[src/rtl/ram_stream_reader.sv]
// Read-side DMA engine: turns an (addr, len) command into sequential RAM reads
// and returns the words on a valid/ready stream through a 3-entry buffer.
module ram_stream_reader #(
  parameter int unsigned Width = 32,
  parameter int unsigned Depth = 256
) (
  input  logic                       clk_i,
  input  logic                       rst_i,
  input  logic                       cmd_valid_i,
  output logic                       cmd_ready_o,
  input  logic [$clog2(Depth)-1:0]   cmd_addr_i,
  input  logic [$clog2(Depth):0]     cmd_len_i,
  output logic                       ram_re_o,
  output logic [$clog2(Depth)-1:0]   ram_raddr_o,
  input  logic [Width-1:0]           ram_rdata_i,
  output logic                       m_valid_o,
  input  logic                       m_ready_i,
  output logic [Width-1:0]           m_data_o,
  output logic                       m_last_o,
  output logic                       busy_o,
  output logic                       done_o
);

  localparam int unsigned Aw = $clog2(Depth);
  localparam int unsigned Lw = Aw + 1;

  typedef enum logic [1:0] {
    ST_IDLE  = 2'd0,
    ST_READ  = 2'd1,
    ST_DRAIN = 2'd2
  } state_t;

  state_t            r_state;
  state_t            w_state_nxt;
  logic [Aw-1:0]     r_addr;
  logic [Lw-1:0]     r_rem;
  logic              r_inflight;
  logic              r_inflight_last;
  logic              r_done;
  logic [Width-1:0]  r_buf_data [3];
  logic              r_buf_last [3];
  logic [1:0]        r_wptr;
  logic [1:0]        r_rptr;
  logic [1:0]        r_count;

  logic              w_issue;
  logic              w_accept;
  logic              w_drain_done;
  logic              w_push;
  logic              w_pop;
  logic [2:0]        w_occ;

  // Advance a buffer pointer modulo 3
  function automatic logic [1:0] ptr_inc(input logic [1:0] p);
    return (p == 2'd2) ? 2'd0 : 2'(p + 2'd1);
  endfunction

  // Buffered plus in-flight words; gates read-ahead to the buffer size
  assign w_occ  = {1'b0, r_count} + {2'b00, r_inflight};
  assign w_push = r_inflight;
  assign w_pop  = m_valid_o && m_ready_i;

  // State register
  always_ff @(posedge clk_i or posedge rst_i) begin
    if (rst_i) r_state <= ST_IDLE;
    else       r_state <= w_state_nxt;
  end

  // Next-state and issue decisions; depends on registered state only (plus cmd inputs)
  always_comb begin
    w_state_nxt  = r_state;
    w_issue      = 1'b0;
    w_accept     = 1'b0;
    w_drain_done = 1'b0;
    case (r_state)
      ST_IDLE: begin
        w_accept = cmd_valid_i;
        if (cmd_valid_i) begin
          w_state_nxt = (cmd_len_i == '0) ? ST_DRAIN : ST_READ;
        end
      end
      ST_READ: begin
        if (r_rem == '0) begin
          w_state_nxt = ST_DRAIN;
        end else if (w_occ < 3'd3) begin
          w_issue = 1'b1;
          if (r_rem == Lw'(1)) w_state_nxt = ST_DRAIN;
        end
      end
      ST_DRAIN: begin
        if (r_count == 2'd0 && !r_inflight) begin
          w_drain_done = 1'b1;
          w_state_nxt  = ST_IDLE;
        end
      end
      default: w_state_nxt = ST_IDLE;
    endcase
  end

  // Address/length bookkeeping, in-flight tracking and completion pulse
  always_ff @(posedge clk_i or posedge rst_i) begin
    if (rst_i) begin
      r_addr          <= '0;
      r_rem           <= '0;
      r_inflight      <= 1'b0;
      r_inflight_last <= 1'b0;
      r_done          <= 1'b0;
    end else begin
      r_inflight      <= w_issue;
      r_inflight_last <= w_issue && (r_rem == Lw'(1));
      r_done          <= w_drain_done;
      if (w_accept && cmd_len_i != '0) begin
        r_addr <= cmd_addr_i;
        r_rem  <= cmd_len_i;
      end else if (w_issue) begin
        r_addr <= (r_addr == Aw'(Depth - 1)) ? '0 : Aw'(r_addr + Aw'(1));
        r_rem  <= Lw'(r_rem - Lw'(1));
      end
    end
  end

  // 3-entry output FIFO; RAM data is captured only when a read was issued last cycle
  always_ff @(posedge clk_i or posedge rst_i) begin
    if (rst_i) begin
      for (int i = 0; i < 3; i++) begin
        r_buf_data[i] <= '0;
        r_buf_last[i] <= 1'b0;
      end
      r_wptr  <= 2'd0;
      r_rptr  <= 2'd0;
      r_count <= 2'd0;
    end else begin
      if (w_push) begin
        r_buf_data[r_wptr] <= ram_rdata_i;
        r_buf_last[r_wptr] <= r_inflight_last;
        r_wptr             <= ptr_inc(r_wptr);
      end
      if (w_pop) r_rptr <= ptr_inc(r_rptr);
      case ({w_push, w_pop})
        2'b10:   r_count <= 2'(r_count + 2'd1);
        2'b01:   r_count <= 2'(r_count - 2'd1);
        default: r_count <= r_count;
      endcase
    end
  end

  assign cmd_ready_o = (r_state == ST_IDLE);
  assign busy_o      = (r_state != ST_IDLE);
  assign done_o      = r_done;
  assign ram_re_o    = w_issue;
  assign ram_raddr_o = r_addr;
  assign m_valid_o   = (r_count != 2'd0);
  assign m_data_o    = r_buf_data[r_rptr];
  assign m_last_o    = r_buf_last[r_rptr];

endmodule
[config.mk]
export PLATFORM = sky130hd
export DESIGN_NAME = ram_stream_reader
export DESIGN_NICKNAME = d
export VERILOG_FILES = /design/src/rtl/ram_stream_reader.sv
export SDC_FILE = /design/constraint.sdc
export NUM_CORES = 1
export LEC_CHECK = 0
export ABC_AREA = 1
export CAP_MARGIN = 20
export CORE_AREA = 2 2 109 111
export DETAILED_ROUTE_END_ITERATION = 10
export DIE_AREA = 0 0 111 113
export PLACE_DENSITY = 0.86
export SLEW_MARGIN = 5
export SYNTH_ARGS = -nofsm -noshare
export SYNTH_HDL_FRONTEND = slang
export SYNTH_SLANG_ARGS = --single-unit
export TNS_END_PERCENT = 20
[constraint.sdc]
create_clock -name clk_i -period 10.4 [get_ports clk_i]
set_input_delay 2.6 -clock clk_i [delete_from_list [all_inputs] [get_ports clk_i]]
set_output_delay 2.6 -clock clk_i [all_outputs]
set_load 0.02 [all_outputs]
* Word level (Yosys, flattened, before mapping) *
Cells that the tools add are included.

word-level totals
  register bits after elaboration = 127
  bits of input ports = 53
  output and inout port bits = 46
  logic and storage cells = 89

cells by class
  add/sub/neg operators = 7
  $lt $le $gt $ge = 4
  equal/unequal tests = 12
  multiplexer cells = 33
  bitwise operators = 2
  reductions and logical operators = 16

operators with widths
  operator             number
  $bwmux 96            1
  $mux 32              3
  $bmux 32 s2          1
  $demux 32 s2         1
  $mux 8               3
  $logic_not 9->1      2
  $mux 9               2
  $mux 2               8
  $eq 9x1->1 const B   1
  $mux 1               9
  $reduce_bool 9->1    1
  $sub 9x1->9 const B  1
  $add 8x1->8 const B  1
  $eq 2x2->1 const B   4
  $eq 8x8->1 const B   1
  $reduce_bool 2->1    4
  $add 2x1->2 const B  3
  $ge 3x3->1 const B   2
  $ne 3x3->1 const B   2
  $not 2->3            2
  $pmux 2 s3           1
  $logic_and 1x1->1    5
  $eq 2x1->1 const B   2
  $logic_not 2->1      2
  other kinds (11)     12

* Longest topological paths before layout *
  word-level depth = 7
  depth in mapped cells = 11
  gate-level depth less buffers = 11

* Worst setup path after synthesis *
Ideal clock, no wire load.

  kind = register -> output
  start = register r_count[0]
  end = output port ram_re_o
  data arrival time = 1.413 ns
  required time = 7.800 ns
  slack = 6.387 ns
  cell stages (with the launch flop) = 6
  path buffers = 0
  cell sequence = dfrtp_1 -> ha_1 -> ha_1 -> a21oi_1 -> nand3_4 -> inv_2

on the way
  cells in the longest elaborated chain, start to end = 5

RTL lines
  item                      line  text
  start: declaration        44    logic [1:0] r_count;
  start signal: assignment  140   2'b10: r_count <= 2'(r_count + 2'd1);
  start signal: assignment  141   2'b01: r_count <= 2'(r_count - 2'd1);
  start signal: assignment  142   default: r_count <= r_count;
  $add 2x1->3               59    assign w_occ = {1'b0, r_count} + {2'b00, r_inflight};
  $lt 3x2->1                85    end else if (w_occ < 3'd3) begin
  $mux 1                    85
  $mux 1                    83    if (r_rem == '0) begin
  $mux 1                    75    case (r_state)
  end: declaration          13    output logic ram_re_o,

Every way passes these cells.

* Final worst setup path *
  start = register r_rptr[0]
  end = output port m_data_o[27]

on the way
  cells in the longest elaborated chain, start to end = 4

RTL lines
  item                                        line  text
  start: declaration                          43    logic [1:0] r_rptr;
  start signal: assignment                    138   if (w_pop) r_rptr <= ptr_inc(r_rptr);
  $not 2->3 (implied by the code)             153   assign m_data_o = r_buf_data[r_rptr];
  $bmux 32 s2                                 153
  $mux 32 (implied by the code) (2 in a row)  153
  end: declaration                            18    output logic [Width-1:0] m_data_o,

Every way passes these cells. The select of a mux whose other input is x is not followed.

==> flow_summary.yaml <==
floorplan:
  die_area_um2: 12500
  rows: 39
  boundaryPins: 99
  initial_core_util: 0.542
  die_h_um: 113
  core_area_um2: 11300
  die_w_um: 111
logic_synthesis:
  synth_top_area_cell: "dfrtp_1"
  ys_seq_elements: 127
  synthTopCellsByCount: "nand2_1, dfrtp_1, nand3_1"
  yosysSeqAreaShare: 0.520
  synthCells: 776
  synth-warning-count: 0
  synth_cell_types: 28
  synth-edff-count: 0
  synth_nets: 836
  synthArstFlopShare: 1.00
  yosysTopAreaCellShare: 0.520
  yosys-top-cells-area: "dfrtp_1, nand2_1, nand3_1, o21ai_1, inv_1"
  synth_most_common_cell: "nand2_1"
  syn_avg_cell_area_um2: 7.87
  syn-cell-area_um2: 6110
  synthFlopType: "dfrtp_1"
placed_design:
  gp_congestion: 0.800
  dp.cells: 984
  dpl_cell_area_um2: 7190
  portBuffers: 98
  place_ws_ns: 5.18
  detailed_place_hpwl_mm: 9.51
worst_setup_path:
  r2r-start: "r_inflight$_DFF_PP0_"
  worstPathCellList: "buf_16 > nor2_2 > buf_4 > nand2_1 > nand3_1 > clkdlybuf4s50_1"
  cp_top_family: "buffers and inverters"
  endpoint_kind: "output port"
  path_class: "reg -> out"
  critPathBufInv: 3
  slowest_delay_ns: 0.65
  setup.worst_path.start_class: "flip-flop"
  required_ns: 7.80
  startpoint: "r_rptr[0]$_DFFE_PP0P_"
  worst-path-stages: 6
  worstPathArrival_ns: 3.07
  reg2reg_depth: 8
  slowest_stage: "dfrtp_1"
  cp_max_fo: 21
clock_network:
  cts_buffer_depth: 2
  cts_buffers: 17
  cts_resized: 0
  cts_max_level: 4
  cts-hold-fix-buffers: 0
  cts.sinks: 127
  cts_root_buf: "clkbuf_16"
  clk_pin_slew_ns: 0.05
  clock_latency_ns: 0.42
  cts_tree: "done"
  cts_setup_buffers: 0
timing:
  setup_ws_ns: 4.73
  slew_headroom: 0.359
  finClkSkew_ns: 0.00898
  clock.fmax_mhz: 176
  hold_viol_final: 0
  worst_pin_slew_ns: 0.961
  rsz0062_at_grt: "no"
  setup_viol: 0
  layout_min_cycle_time_ns: 5.67
  setup_tns_ns: 0
  fin_crit_sh: 0.545
  final-max-slew-violation-count: 0
  hold_ws_ns: 0.487
power:
  clkPwrFrac: 0.210
  leakagePower_nw: 3.82
  ir_drop_v: 0.000245
  power_frac_seq: 0.334
  swShare: 0.409
  p_int_w: 0.00162
  power_density_nw_per_um2: 352
  power_switching_w: 0.00112
  comb_power_share: 0.456
route:
  ant_nets: 0
  drt-initial-drc-count: 526
  avgViaCountPerCell: 5.35
  via_count: 5439
  wire_per_inst_um: 14.2
  drcViolationCount: 0
  dr.pass1.iters: 5
  drt-total-wl_mm: 14.4
global_routing:
  grt_pass1_wl_mm: 24.5
  grt_max_degree: 80
  met2_usage: 0.392
  use_met1: 0.319
  use_met3: 0.0664
  grt_pass1_vias: 5137
  grt_usage: 0.243
  overflow: 0
  antenna_found_initial: 0
  top_usage_layer: "met2"
cells_and_area:
  fin_area_um2: 7760
  instances_no_fill: 1016
  drive_gt1_frac: 0.0687
  syn_to_final_growth_pct: 27.1
  fin_nets: 920
  antennaDiodeCount: 0
min_path:
  min_path_type: "reg -> reg"
  min_path_cells: 2
  min_from: "r_buf_data[26]$_DFFE_PP0P_"
status:
  outcome: "completed"
job:
  maxCapViolCount: 0
## logic make-up (layout without fill, tap and decap cells)
group / Yosys count / after routing / synth area share
buffers and inverters: 103 / 200 / 0.0713
and+or+nand+nor: 423 / 423 / 0.294
DFF: 127 / 127 / 0.520
AOI/OAI and AO/OA: 110 / 110 / 0.0910
xor gates and xnor gates: 6 / 6 / 0.00860
adders and majority gates: 7 / 7 / 0.0143
## state kept, by name, indices dropped and copies added, names as in the netlist
signal	count
r_buf_data	96
r_rem	9
ram_raddr_o	8
r_buf_last	3
r_count	2
r_rptr	2
r_state	2
r_wptr	2
done_o	1
r_inflight	1
r_inflight_last	1
## power by group through the flow
stage	clock (W)	sequential [W]	combinational [W]
finish	0.000574	0.000914	0.00125
floorplan	0	0.000870	0.000830
CTS	0.000580	0.000908	0.00125
global placement	0	0.000912	0.00118
global route	0.000606	0.000942	0.00139
detailed placement	0	0.000910	0.00124
## final timing paths
kind                                                   end  slack, ns
worst max-delay path                          m_data_o[27]       4.73
worst min-delay path            r_buf_data[26]$_DFFE_PP0P_       0.49
worst max register to register        r_rem[1]$_DFFE_PP0P_       8.29
worst min register to register  r_buf_data[26]$_DFFE_PP0P_       0.49
max in group asynchronous       r_buf_data[50]$_DFFE_PP0P_       6.40
min in group asynchronous       ram_raddr_o[4]$_DFFE_PP0P_       2.62
## routing by layer
metal	wire, um	vias to the layer above	part of all wire
met1	6130	2524	0.43
met4	272	0	0.019
met2	6880	226	0.48
met5	0	-	0
li1	-	2659	-
met3	1140	30	0.079
## layout make-up
cell class | count | area, um2
clock buffers | 22 | 464
clock inverters | 10 | 113
fillers | 852 | 3510
inverters | 63 | 244
multi-input cells | 546 | 2510
flip-flops and latches | 127 | 3180
well taps | 143 | 179
repair buffers | 105 | 1070
## layout by cell type, fill, tap and decap left out, types with 3 or more instances in the layout
master / n
o21ai_1: 70
nand2_2: 3
nand2_4: 3
inv_1: 54
clkinv_2: 3
o21ai_0: 36
nor3_1: 3
nor2_2: 5
nor2_1: 27
clkbuf_1: 3
buf_4: 5
dfrtp_1: 127
nand3_1: 96
clkbuf_16: 17
inv_2: 6
nand2_1: 274
ha_1: 7
nand3b_1: 5
nand3_2: 3
clkinvlp_4: 5
xor2_1: 4
clkdlybuf4s50_1: 98
## metrics by stage
stage               total power (W)  utilization
floorplan                   0.00170            -
global placement            0.00209        0.633
detailed placement          0.00215        0.638
CTS                         0.00274        0.689
global route                0.00293        0.689
finish                      0.00273        0.689
## worst reg2reg max path, cell delays in order (launching register included)
cell and delay [ns]:
dfrtp_1 0.50, ha_1 0.26, ha_1 0.26, a21oi_1 0.32, nand3_4 0.15, nand2_4 0.21
clkinv_4 0.16, nand2_1 0.09, nand2_1 0.05
No activity file was read; power rests on OpenSTA's default activity.
